**src/rtl/axis_fifo_write_arbiter.sv**
```systemverilog
// Round-robin, packet-granular arbiter that shares one AXI-stream FIFO write port among N sources.
// It can insert a source-id header beat before each packet and gates each new grant on the FIFO's free space.
module axis_fifo_write_arbiter #(
    parameter int unsigned N          = 4,
    parameter int unsigned WIDTH      = 8,
    parameter int unsigned DEPTH_BITS = 7,
    parameter int unsigned MIN_FREE   = 16,
    parameter int unsigned HEADER     = 1,
    parameter int unsigned MAX_BEATS  = 256,
    localparam int unsigned IDW       = $clog2(N)
) (
    input  logic                  rst,
    input  logic                  s_clk,
    input  logic [N-1:0]          req_valid,
    output logic [N-1:0]          req_ready,
    input  logic [N*WIDTH-1:0]    req_data,
    input  logic [N-1:0]          req_last,
    output logic                  fifo_valid,
    input  logic                  fifo_ready,
    output logic [WIDTH-1:0]      fifo_data,
    input  logic [DEPTH_BITS-1:0] fifo_load,
    output logic [IDW-1:0]        grant_id,
    output logic                  busy,
    output logic                  trunc_err
);

    localparam int unsigned CW = $clog2(MAX_BEATS + 1);
    localparam int unsigned FW = DEPTH_BITS + 1;

    typedef enum logic [1:0] {
        ST_IDLE = 2'd0,
        ST_HDR  = 2'd1,
        ST_DATA = 2'd2
    } state_t;

    state_t         state_q, state_d;
    logic [IDW-1:0] grant_q, grant_d;
    logic [CW-1:0]  cnt_q, cnt_d;
    logic           trunc_q, trunc_d;

    logic [FW-1:0]  free_c;
    logic           space_ok;
    logic           pick_found;
    logic [IDW-1:0] pick_idx;
    logic [IDW-1:0] cand;
    int unsigned    g_base;

    // Free entries in the FIFO; only consulted when a new packet would start.
    assign free_c   = FW'((1 << DEPTH_BITS) - 1) - {1'b0, fifo_load};
    assign space_ok = (free_c >= FW'(MIN_FREE));

    // First valid source scanning upward from the one after the last grant.
    always_comb begin
        pick_found = 1'b0;
        pick_idx   = grant_q;
        cand       = '0;
        for (int unsigned k = 1; k <= N; k++) begin
            cand = IDW'((32'(grant_q) + k) % N);
            if (!pick_found && req_valid[cand]) begin
                pick_found = 1'b1;
                pick_idx   = cand;
            end
        end
    end

    always_ff @(posedge s_clk) begin
        if (rst) begin
            state_q <= ST_IDLE;
            grant_q <= IDW'(N - 1);
            cnt_q   <= '0;
            trunc_q <= 1'b0;
        end else begin
            state_q <= state_d;
            grant_q <= grant_d;
            cnt_q   <= cnt_d;
            trunc_q <= trunc_d;
        end
    end

    // Next state plus the write-port mux; DATA is a direct path from the granted source.
    always_comb begin
        state_d    = state_q;
        grant_d    = grant_q;
        cnt_d      = cnt_q;
        trunc_d    = 1'b0;
        fifo_valid = 1'b0;
        fifo_data  = '0;
        req_ready  = '0;
        g_base     = 32'(grant_q) * WIDTH;

        case (state_q)
            ST_IDLE: begin
                if (pick_found && space_ok) begin
                    grant_d = pick_idx;
                    state_d = (HEADER != 0) ? ST_HDR : ST_DATA;
                end
            end
            ST_HDR: begin
                fifo_valid = 1'b1;
                fifo_data  = WIDTH'(grant_q);
                if (fifo_ready) begin
                    state_d = ST_DATA;
                end
            end
            ST_DATA: begin
                fifo_valid         = req_valid[grant_q];
                fifo_data          = req_data[g_base +: WIDTH];
                req_ready[grant_q] = fifo_ready;
                if (req_valid[grant_q] && fifo_ready) begin
                    if (req_last[grant_q]) begin
                        cnt_d   = '0;
                        state_d = ST_IDLE;
                    end else if (cnt_q == CW'(MAX_BEATS - 1)) begin
                        // Runaway packet: cut it so other sources are not locked out.
                        cnt_d   = '0;
                        trunc_d = 1'b1;
                        state_d = ST_IDLE;
                    end else begin
                        cnt_d = cnt_q + CW'(1);
                    end
                end
            end
            default: begin
                state_d = ST_IDLE;
            end
        endcase
    end

    assign grant_id  = grant_q;
    assign busy      = (state_q != ST_IDLE);
    assign trunc_err = trunc_q;

endmodule

```
**config.mk**
```make
export PLATFORM = sky130hd
export DESIGN_NAME = axis_fifo_write_arbiter
export DESIGN_NICKNAME = d
export VERILOG_FILES = /design/src/rtl/axis_fifo_write_arbiter.sv
export SDC_FILE = /design/constraint.sdc
export NUM_CORES = 1
export LEC_CHECK = 0
export CORE_ASPECT_RATIO = 1.25
export CORE_MARGIN = 1
export CORE_UTILIZATION = 35
export DETAILED_ROUTE_END_ITERATION = 6
export PLACE_DENSITY = 0.76
export SKIP_CTS_REPAIR_TIMING = 1
export SYNTH_ARGS = -nofsm -noshare
export SYNTH_HDL_FRONTEND = slang
export SYNTH_SLANG_ARGS = --single-unit
export TNS_END_PERCENT = 5
```
**constraint.sdc**
```tcl
create_clock -name s_clk -period 2.65 [get_ports s_clk]
set_input_delay 0.53 -clock s_clk [delete_from_list [all_inputs] [get_ports s_clk]]
set_output_delay 0.53 -clock s_clk [all_outputs]
set_load 0.02 [all_outputs]
```
==> run summary <==
Status -> completed
Critical path capture point type -> output pin
Critical Path Source Type -> input pin
Hold Path End -> trunc_err
Antenna violations before repair -> 0
Setup WS post-layout -> 0.1499 ns
Highest fanout seen on the critical path -> 8
Top_reg_cell synth -> dfxtp_1
Worst path top cell family by delay -> buffers and inverters
Yosys warning count -> 0
Clk sink count -> 14
Async SR Flop Fraction -> 0%
Crit-path most repeated cell -> clkdlybuf4s50_1
Area fraction of the dominant cell type after synthesis -> 21.60%
IO buf count -> 62
Relative slew slack -> 76.24%
Tightest Hold Check Type -> flop to flop
# DRC -> 0
Final Wtd Congestion -> 0.8549
Buffers and inverters on the worst path -> 2
Static Leak -> 1.016 nW
Final setup TNS -> 0 ns
Largest net degree at the start of global routing -> 12
Sequential-to-total area share from yosys stat -> 21.60%
R2R cell count -> 7
Finished Core Util -> 59.90%
Synthesized instance count -> 145
WL final -> 3799 um
CTS tree -> built
Synth Cell Area -> 1297 sq um
Yosys top cell by area -> dfxtp_1
Global route overflow -> 0
Critical Path AT -> 1.97 ns
Post-Layout Cell Count -> 255
RSZ-0062 raised after global routing -> false
Placed cells -> 251
Post-synth EDFFs -> 0
Post-route clock period utilization -> 94.35%
DIE HEIGHT -> 70.08 um
Top post-synthesis cells by area -> dfxtp_1 (22%), mux4_2 (17%), ha_1 (8.7%), and3_1 (5.3%), a21oi_1 (4.6%)
Drt first-iter violations -> 17
Row count -> 24
Share of cells above drive strength 1 -> 16.20%
Hold wc startpoint -> cnt_q[8]
Max VDD drop -> 0.0006241 V
Max stage delay cell, worst path -> clkdlybuf4s50_1
FMAX -> 400.0 MHz
Syn_area_per_cell -> 8.948 sq um
Worst-skew pair later-pin latency -> 0.24 ns
IO Count -> 67
First-pass GRT wire length -> 6099 um
Skew final -> 0.001093 ns
Maxcap violations -> 0
Crit path time final -> 2.500 ns
Synth top cells by count -> dfxtp_1 (14), nand2_1 (14), a21oi_1 (12)
Worst EP required -> 2.12 ns
Vias in the first global route -> 1357
Vias -> 1397
Core area -> 3513 sq um
Clk root buf -> clkbuf_8
Layout Area Growth over Synthesis -> 62.20%
Reg2reg start -> grant_id[0]
Via density per instance -> 5.478
Cell variety after synth -> 40
Worst-path cell chain -> clkdlybuf4s50_1 -> and3_1 -> clkdlybuf4s50_1
Die W -> 56.46 um
Final Max Tran Viols -> 0
R2r endpoint -> grant_id[1]
Antenna Cells -> 0
R2R Setup Slk -> 0.36 ns
CTS max path bufs -> 2
Starting density of the core -> 36.93%
Pre-CTS setup slack -> -0.04495 ns
GRT Resource Usage Total -> 19.29%
Power density over the cells -> 667.1 nW/um^2
Wirelength per Cell -> 14.90 um
Mapped Nets -> 204
Number of detailed-route iterations in the first pass -> 4
Synth Register Bits -> 14
Net count reported at finish -> 276
Fillers -> 323
Die area -> 3956 sq um
Hold path depth -> 1
CTS clk-pin slew, worst paths -> 0.06 ns
Largest stage delay on the critical path -> 0.62 ns
Hold Vio Cnt, Final -> 0
TritonCTS buffer count -> 3
Final setup viols -> 0
H-tree depth -> 1
Hpwl dp -> 3131 um
Slew of the pin with the lowest slew margin -> 0.3518 ns
Final ANT Viol Nets -> 0
Crit path kind -> input pin to output pin
metal layers:
| layer | wire length [um] | vias to the layer above | GRT usage [%] |
|---|---|---|---|
| li1 | - | 681 | - |
| met1 | 1589 | 670 | 23.59 |
| met2 | 1989 | 37 | 33.59 |
| met3 | 154 | 9 | 2.593 |
| met4 | 66 | 0 | 7.588 |
| met5 | 0 | - | 0 |
report_power, final:
part,internal [W],switching (W)
combinational,0.000482,0.000441
sequential,0.000239,0.0000355
clock,0.000132,0.0000748
total,0.000852,0.000552
cells in the final DEF, fill, tap and decap left out, drive strengths merged:
cell / synthesis / layout
a21oi: 12 / 12
a22oi: 1 / 1
a31oi: 1 / 1
a32oi: 1 / 1
and2: 2 / 2
and3: 11 / 11
and4: 1 / 1
buf: 5 / 13
clkbuf: 3 / 4
clkdlybuf4s50: 0 / 53
dfxtp: 14 / 14
dlymetal6s2s: 0 / 9
ha: 9 / 9
inv: 10 / 10
mux2: 3 / 3
mux2i: 3 / 3
mux4: 11 / 11
nand2: 15 / 15
nand3: 6 / 6
nand4: 3 / 3
nand4b: 1 / 1
nor2: 11 / 11
nor2b: 1 / 1
nor3: 2 / 2
nor3b: 1 / 1
nor4: 1 / 1
o21ai: 2 / 2
o21bai: 1 / 1
o221a: 1 / 1
o221ai: 2 / 2
o22ai: 2 / 2
o311ai: 1 / 1
o41ai: 1 / 1
or4: 1 / 1
xnor2: 2 / 2
xor2: 4 / 4
stage by stage:
stage	power, W	hold WS [ns]	instance area, sq um
3_3_place_gp	0.001182	0.4430	2022
4_1_cts	0.001410	0.4509	2077
2_1_floorplan	0.0008573	0.4011	1300
5_1_grt	0.001504	0.4708	2105
3_5_place_dp	0.001200	0.4464	2022
6_report	0.001404	0.4458	2105
how the worst max path moves through the flow:
| stage | start | to | slack, ns | cells after the start |
|---|---|---|---|---|
| after floorplan | grant_id[1] | grant_id[0] | 0.03 | 9 |
| after global placement | req_valid[3] | fifo_valid | -0.06 | 5 |
| after detailed placement | req_valid[3] | fifo_valid | -0.04 | 5 |
| after CTS | req_valid[3] | fifo_valid | -0.05 | 5 |
| after global routing | fifo_ready | req_ready[3] | 0.12 | 3 |
| final | fifo_ready | req_ready[2] | 0.15 | 3 |
logic make-up (layout without fill, tap and decap cells):
logic type / Yosys count / in the layout / synth area share (%)
DFF: 14 / 14 / 21.60
xor gates and xnor gates: 6 / 6 / 4.050
AOI/OAI and AO/OA: 25 / 25 / 13.12
muxes: 17 / 17 / 24.30
and+or+nand+nor: 56 / 56 / 21.99
adders and majority gates: 9 / 9 / 8.679
buffers and inverters: 18 / 89 / 6.267
final cells by class:
cell class	count	area [sq um]	area share, %
Multi-Input combinational cell	113	938.4	44.59
Sequential cell	14	284.0	13.50
Tap cell	39	48.80	2.319
Inverter	10	37.54	1.784
Timing Repair Buffer	75	740.7	35.20
Clock buffer	4	55.05	2.616
worst register-to-register path, delay by kind of cell (launching register included):
| kind | cells | cell delay, ns |
|---|---|---|
| adders and majority gates | 1 | 0.38 |
| AOI/OAI and AO/OA | 2 | 0.56 |
| muxes | 1 | 0.56 |
| DFF | 1 | 0.40 |
| buffers and inverters | 2 | 0.28 |
| and+or+nand+nor | 1 | 0.03 |
sequential cells by signal, summed over array words and instances, names as in the netlist:
name / flops
trunc_err: 1
cnt_q: 9
state_q: 2
grant_id: 2
(Power assumes the default switching activity.)
